### config.mk
export PLATFORM = sky130hd
export DESIGN_NAME = rr_arbiter_n
export DESIGN_NICKNAME = d
export VERILOG_FILES = /design/src/rtl/rr_arbiter_n_pkg.sv /design/src/rtl/rr_arbiter_n_decoder.sv /design/src/rtl/rr_arbiter_n.sv
export SDC_FILE = /design/constraint.sdc
export NUM_CORES = 1
export LEC_CHECK = 0
export ABC_AREA = 0
export CAP_MARGIN = 20
export CORE_ASPECT_RATIO = 1.75
export CORE_UTILIZATION = 40
export DETAILED_ROUTE_END_ITERATION = 10
export PLACE_DENSITY_LB_ADDON = 0.05
export SKIP_CTS_REPAIR_TIMING = 1
export SLEW_MARGIN = 20
export SYNTH_ARGS = -nofsm -noshare
export SYNTH_HDL_FRONTEND = slang
export SYNTH_SLANG_ARGS = --single-unit
### constraint.sdc
create_clock -name i_clock -period 4.4 [get_ports i_clock]
set_input_delay 0.44 -clock i_clock [delete_from_list [all_inputs] [get_ports i_clock]]
set_output_delay 0.44 -clock i_clock [all_outputs]
set_load 0.01 [all_outputs]
### src/rtl/rr_arbiter_n_pkg.sv
// Shared arbiter definitions: IDLE/BUSY state encoding and the CLogB2 width helper.
package rr_arbiter_n_pkg;

    typedef enum logic {
        ST_IDLE = 1'b0,
        ST_BUSY = 1'b1
    } arb_state_t;

    // Number of bits needed to hold the value (minimum 1).
    function automatic int clogb2(input int value);
        int bits;
        bits = 0;
        for (int v = value; v > 0; v = v >> 1) begin
            bits++;
        end
        return (bits == 0) ? 1 : bits;
    endfunction

endpackage

### src/rtl/rr_arbiter_n_decoder.sv
// Binary-to-one-hot decoder used to form the arbiter grant vector.
module rr_arbiter_n_decoder
    import rr_arbiter_n_pkg::*;
#(
    parameter int SIZE = 8,
    parameter int IDW  = clogb2(SIZE - 1)
) (
    input  logic [IDW-1:0]  i_id,
    output logic [SIZE-1:0] o_onehot
);

    generate
        for (genvar gi = 0; gi < SIZE; gi++) begin : g_dec
            assign o_onehot[gi] = (i_id == IDW'(gi));
        end
    endgenerate

endmodule

### src/rtl/rr_arbiter_n.sv
// Round-robin arbiter with grant locking and back-to-back re-arbitration on release.
// Optional forced release after TIMEOUT busy cycles when ARB_TIMEOUT_EN is defined.
module rr_arbiter_n
    import rr_arbiter_n_pkg::*;
#(
    parameter int SIZE    = 8,
    parameter int TIMEOUT = 16
) (
    input  logic                          i_clock,
    input  logic                          i_reset_n,
    input  logic                          i_enable,
    input  logic [SIZE-1:0]               i_request,
    input  logic                          i_release,
    output logic [SIZE-1:0]               o_grant,
    output logic [clogb2(SIZE-1)-1:0]     o_grant_id,
    output logic                          o_grant_valid,
    output logic                          o_timeout
);

    localparam int IDW = clogb2(SIZE - 1);
    localparam logic [IDW-1:0] LAST_ID = IDW'(SIZE - 1);

    arb_state_t     r_state, w_state_next;
    logic [IDW-1:0] r_ptr, w_ptr_next;
    logic [IDW-1:0] r_grant_id, w_grant_id_next;
    logic           r_grant_valid, w_grant_valid_next;
    logic [IDW-1:0] w_rel_ptr;
    logic [IDW:0]   w_pick;
    logic           w_free;
    logic           w_tmo_hit;
    logic [SIZE-1:0] w_dec;

    // Rotate the requests so the search origin lands at bit 0, take the lowest set bit,
    // then map the offset back to an index modulo SIZE. Returns {found, index}.
    function automatic logic [IDW:0] rr_pick(input logic [SIZE-1:0] req,
                                             input logic [IDW-1:0]  ptr);
        logic [SIZE-1:0] rot;
        logic [IDW:0]    off;
        logic [IDW:0]    sum;
        rot = SIZE'({req, req} >> ptr);
        off = '0;
        for (int k = SIZE - 1; k >= 0; k--) begin
            if (rot[k]) off = (IDW+1)'(k);
        end
        sum = {1'b0, ptr} + off;
        if (sum >= (IDW+1)'(SIZE)) sum = sum - (IDW+1)'(SIZE);
        return {|req, sum[IDW-1:0]};
    endfunction

    assign w_rel_ptr = (r_grant_id == LAST_ID) ? '0 : r_grant_id + 1'b1;
    assign w_free    = (r_state == ST_BUSY) && (i_release || w_tmo_hit);
    assign w_pick    = rr_pick(i_request, w_free ? w_rel_ptr : r_ptr);

    always_comb begin
        w_state_next       = r_state;
        w_ptr_next         = r_ptr;
        w_grant_id_next    = r_grant_id;
        w_grant_valid_next = r_grant_valid;
        case (r_state)
            ST_IDLE: begin
                if (i_enable && w_pick[IDW]) begin
                    w_grant_id_next    = w_pick[IDW-1:0];
                    w_grant_valid_next = 1'b1;
                    w_state_next       = ST_BUSY;
                end
            end
            ST_BUSY: begin
                if (w_free) begin
                    w_ptr_next = w_rel_ptr;
                    if (i_enable && w_pick[IDW]) begin
                        w_grant_id_next    = w_pick[IDW-1:0];
                        w_grant_valid_next = 1'b1;
                    end else begin
                        w_grant_valid_next = 1'b0;
                        w_state_next       = ST_IDLE;
                    end
                end
            end
            default: begin
                w_state_next       = ST_IDLE;
                w_grant_valid_next = 1'b0;
            end
        endcase
    end

    always_ff @(posedge i_clock or negedge i_reset_n) begin
        if (!i_reset_n) begin
            r_state       <= ST_IDLE;
            r_ptr         <= '0;
            r_grant_id    <= '0;
            r_grant_valid <= 1'b0;
        end else begin
            r_state       <= w_state_next;
            r_ptr         <= w_ptr_next;
            r_grant_id    <= w_grant_id_next;
            r_grant_valid <= w_grant_valid_next;
        end
    end

`ifdef ARB_TIMEOUT_EN
    localparam int TW = clogb2(TIMEOUT);

    logic [TW-1:0] r_tmo_cnt, w_tmo_cnt_next;
    logic          r_timeout;

    assign w_tmo_hit = (r_state == ST_BUSY) && !i_release &&
                       (r_tmo_cnt == TW'(TIMEOUT - 1));
    // Any release (real or forced) either starts a fresh grant or goes idle: both clear.
    assign w_tmo_cnt_next = (r_state == ST_BUSY && !w_free) ? r_tmo_cnt + 1'b1 : '0;
    assign o_timeout = r_timeout;

    always_ff @(posedge i_clock or negedge i_reset_n) begin
        if (!i_reset_n) begin
            r_tmo_cnt <= '0;
            r_timeout <= 1'b0;
        end else begin
            r_tmo_cnt <= w_tmo_cnt_next;
            r_timeout <= w_tmo_hit;
        end
    end
`else
    assign w_tmo_hit = 1'b0;
    assign o_timeout = 1'b0;
`endif

    rr_arbiter_n_decoder #(.SIZE(SIZE)) u_grant_dec (
        .i_id     (r_grant_id),
        .o_onehot (w_dec)
    );

    assign o_grant       = w_dec & {SIZE{r_grant_valid}};
    assign o_grant_id    = r_grant_id;
    assign o_grant_valid = r_grant_valid;

endmodule

==> metrics.md <==
| Metric | Value |
|---|---|
| Layout cell share with drive strength beyond 1 | `14.3%` |
| Min Tclk post-route | `3.59 ns` |
| Grt total ovfl | `0` |
| Layout Utilization | `53.8%` |
| CP max stage delay | `0.49 ns` |
| Power, Total | `920 uW` |
| Synth Register Bits | `8` |
| Vias in the first global route | `794` |
| Status | `finished clean` |
| Most frequent cells after synthesis | `16 x mux2i_1, 8 x dfrtp_1, 8 x nand2_1, 7 x ha_1, 7 x inv_1` |
| Largest net degree at the start of global routing | `12` |
| Core ar. | `2270 sq um` |
| Max-cap violations | `0` |
| Ant diodes | `0` |
| Synthesized area per cell | `9.20 sq um` |
| Mapped Cells | `103` |
| Startpoint Class | `input pin` |
| Worst-case vdd ir drop | `375 uV` |
| Io pins | `25` |
| DR vias/cell | `5.46` |
| Synth area leader | `dfrtp_1` |
| DR WL/cell | `14.1 microns` |
| WP data arrival | `3.70 ns` |
| Min-Delay Path Class | `in2async` |
| Final GP Congestion | `0.705` |
| Filler cells | `251` |
| Number of synthesized flops with an enable pin | `0` |
| CTS tree | `built` |
| Antenna-violating nets left | `0` |
| Clock Latency Late Sink | `0.23 ns` |
| Top-count cell post-synth | `mux2i_1` |
| Syn_nets | `123` |
| Global Route Usage Sum | `19.4%` |
| Mapped cell area | `947 sq um` |
| Starting Density | `41.7%` |
| Drt first pass iters | `4` |
| Initial antenna violation count | `0` |
| R2R depth | `15` |
| Final Cycle Share | `81.6%` |
| CP top delay family | `compound AO/OA/AOI/OAI gates` |
| Residual DRC count | `0` |
| Worst Path Buf+Inv | `3` |
| Fin nets | `148` |
| Die height | `66.4 microns` |
| Post-Route M1 WL | `766 microns` |
| Post-DP HPWL | `1.82 mm` |
| Top routing layer used | `met4` |
| Most used cell, CP | `mux2i_1` |
| CTS buffer count | `3` |
| Sequential-to-total area share from yosys stat | `21.1%` |
| Vias post-DR | `824` |
| Met2 Wirelength | `1.29 mm` |
| P&R area growth vs syn | `29.1%` |
| CP max stage cell | `clkdlybuf4s50_1` |
| Root Driver | `clkbuf_8` |
| Yosys warns | `0` |
| RSZ-0062 raised after global routing | `false` |
| Count of final setup violators | `0` |
| Max-slew violations | `0` |
| Worst Path Max Fanout | `10` |
| Power Dens Cells | `752 nW/um^2` |
| Synth area leaders | `dfrtp_1 21%, mux2i_1 17%, ha_1 9.2%` |
| Worst Setup End Kind | `register` |
| Met3 routed WL | `44 microns` |
| H-tree levels | `1` |
| First-pass GRT wire length | `3.57 mm` |
| # rows | `23` |
| Critical path cell sequence | `clkdlybuf4s50_1, and2_4, mux2i_1, buf_4, mux2i_1, mux2i_1, a211o_2, a31oi_1, o22ai_1, o211ai_1, ha_1, inv_1, fa_1, xnor2_1, xnor2_1, o21ai_1` |
| Worst Path Required | `4.51 ns` |
| Count of cell types in the netlist | `37` |
| Leak | `0.571 nW` |
| Ys async rst share | `100%` |
| Max Fclk | `279 MHz` |
| Hold slack | `0.487 ns` |
| WS Path Type | `in2reg` |
| Initial detailed-routing violation count | `11` |
| TritonCTS sink count | `8` |
| CTS max path bufs | `2` |
| Final setup TNS | `0 ns` |
| PortBufs | `23` |
| Skew final | `0.00405 ns` |
| Synth Flop Type | `dfrtp_1` |
| Die area | `2570 sq um` |
| WL final | `2.13 mm` |
| Clock Pin Slew Worst Setup and Hold Paths | `0.04 ns` |
| Critical path depth in cells | `16` |
| Worst slew pin tran | `0.469 ns` |
| Final hold vios | `0` |
| Share of Yosys cell area claimed by the top area cell type | `21.1%` |
| Relative slew margins | `67.8%` |
| DIE WIDTH | `38.8 microns` |
-- sequential cells by signal (all words and copies together), names as in the netlist --
register       count
o_grant_valid      1
o_grant_id         3
r_state            1
r_ptr              3
-- logic make-up (layout without fill, tap and decap cells) --
family	after synthesis	in the layout	synth area share (%)
compound gates	19	19	14.5
xor+xnor	3	3	2.77
fa+ha+maj	8	8	11.4
buf+inv	13	36	7.66
flops	8	8	21.1
mux	22	22	24.7
other cells	1	1	0.396
simple gates	29	29	17.4
-- where the power goes --
| part | switching [mW] | internal (mW) |
|---|---|---|
| registers | 0.0294 | 0.105 |
| clock network | 0.0298 | 0.0593 |
| logic | 0.354 | 0.342 |
-- per-stage QoR --
| stage | setup slack (ns) | std cells | area, sq um |
|---|---|---|---|
| floorplan | 1.18 | 103 | 947 |
| global route | 0.611 | 151 | 1220 |
| finish | 0.810 | 151 | 1220 |
| detailed placement | 0.569 | 148 | 1180 |
| CTS | 0.803 | 151 | 1220 |
| global placement | 0.628 | 148 | 1180 |
-- path summary, 6_finish.rpt --
kind                                 end  slack, ns           from
min in group i_clock       o_grant_id[1]       0.58  o_grant_id[1]
setup / recovery           o_grant_id[2]       0.81      i_release
setup reg to reg           o_grant_id[2]       0.87  o_grant_id[0]
hold / removal             o_grant_id[2]       0.49      i_reset_n
hold reg to reg            o_grant_id[1]       0.58  o_grant_id[1]
max in group asynchronous       r_ptr[0]       3.65      i_reset_n
-- layer usage --
layer	vias up	GRT usage, %
li1	413	-
met1	390	19.0
met4	0	7.76
met5	-	0
met3	2	1.01
met2	19	38.3
-- layout make-up --
| type | count | area, sq um | share of cell area, % |
|---|---|---|---|
| multi-input cells | 82 | 674 | 55.2 |
| inverters | 8 | 30.0 | 2.46 |
| repair buffers | 25 | 245 | 20.1 |
| clock buffers | 3 | 41.3 | 3.38 |
| flip-flops and latches | 8 | 200 | 16.4 |
| well taps | 25 | 31.3 | 2.56 |
-- layout by cell type, fill, tap and decap left out, types with 3 or more instances in the layout --
cell | Yosys | final
ha_1 | 7 | 7
xnor2_1 | 3 | 3
clkbuf_8 | 0 | 3
mux2i_1 | 16 | 16
nor4_1 | 3 | 3
dfrtp_1 | 8 | 8
nor2_1 | 3 | 3
and3_1 | 6 | 6
a21oi_1 | 4 | 4
inv_1 | 7 | 7
mux2_2 | 4 | 4
nand2_1 | 8 | 8
clkdlybuf4s50_1 | 0 | 23
No activity file was read; power rests on OpenSTA's default activity.
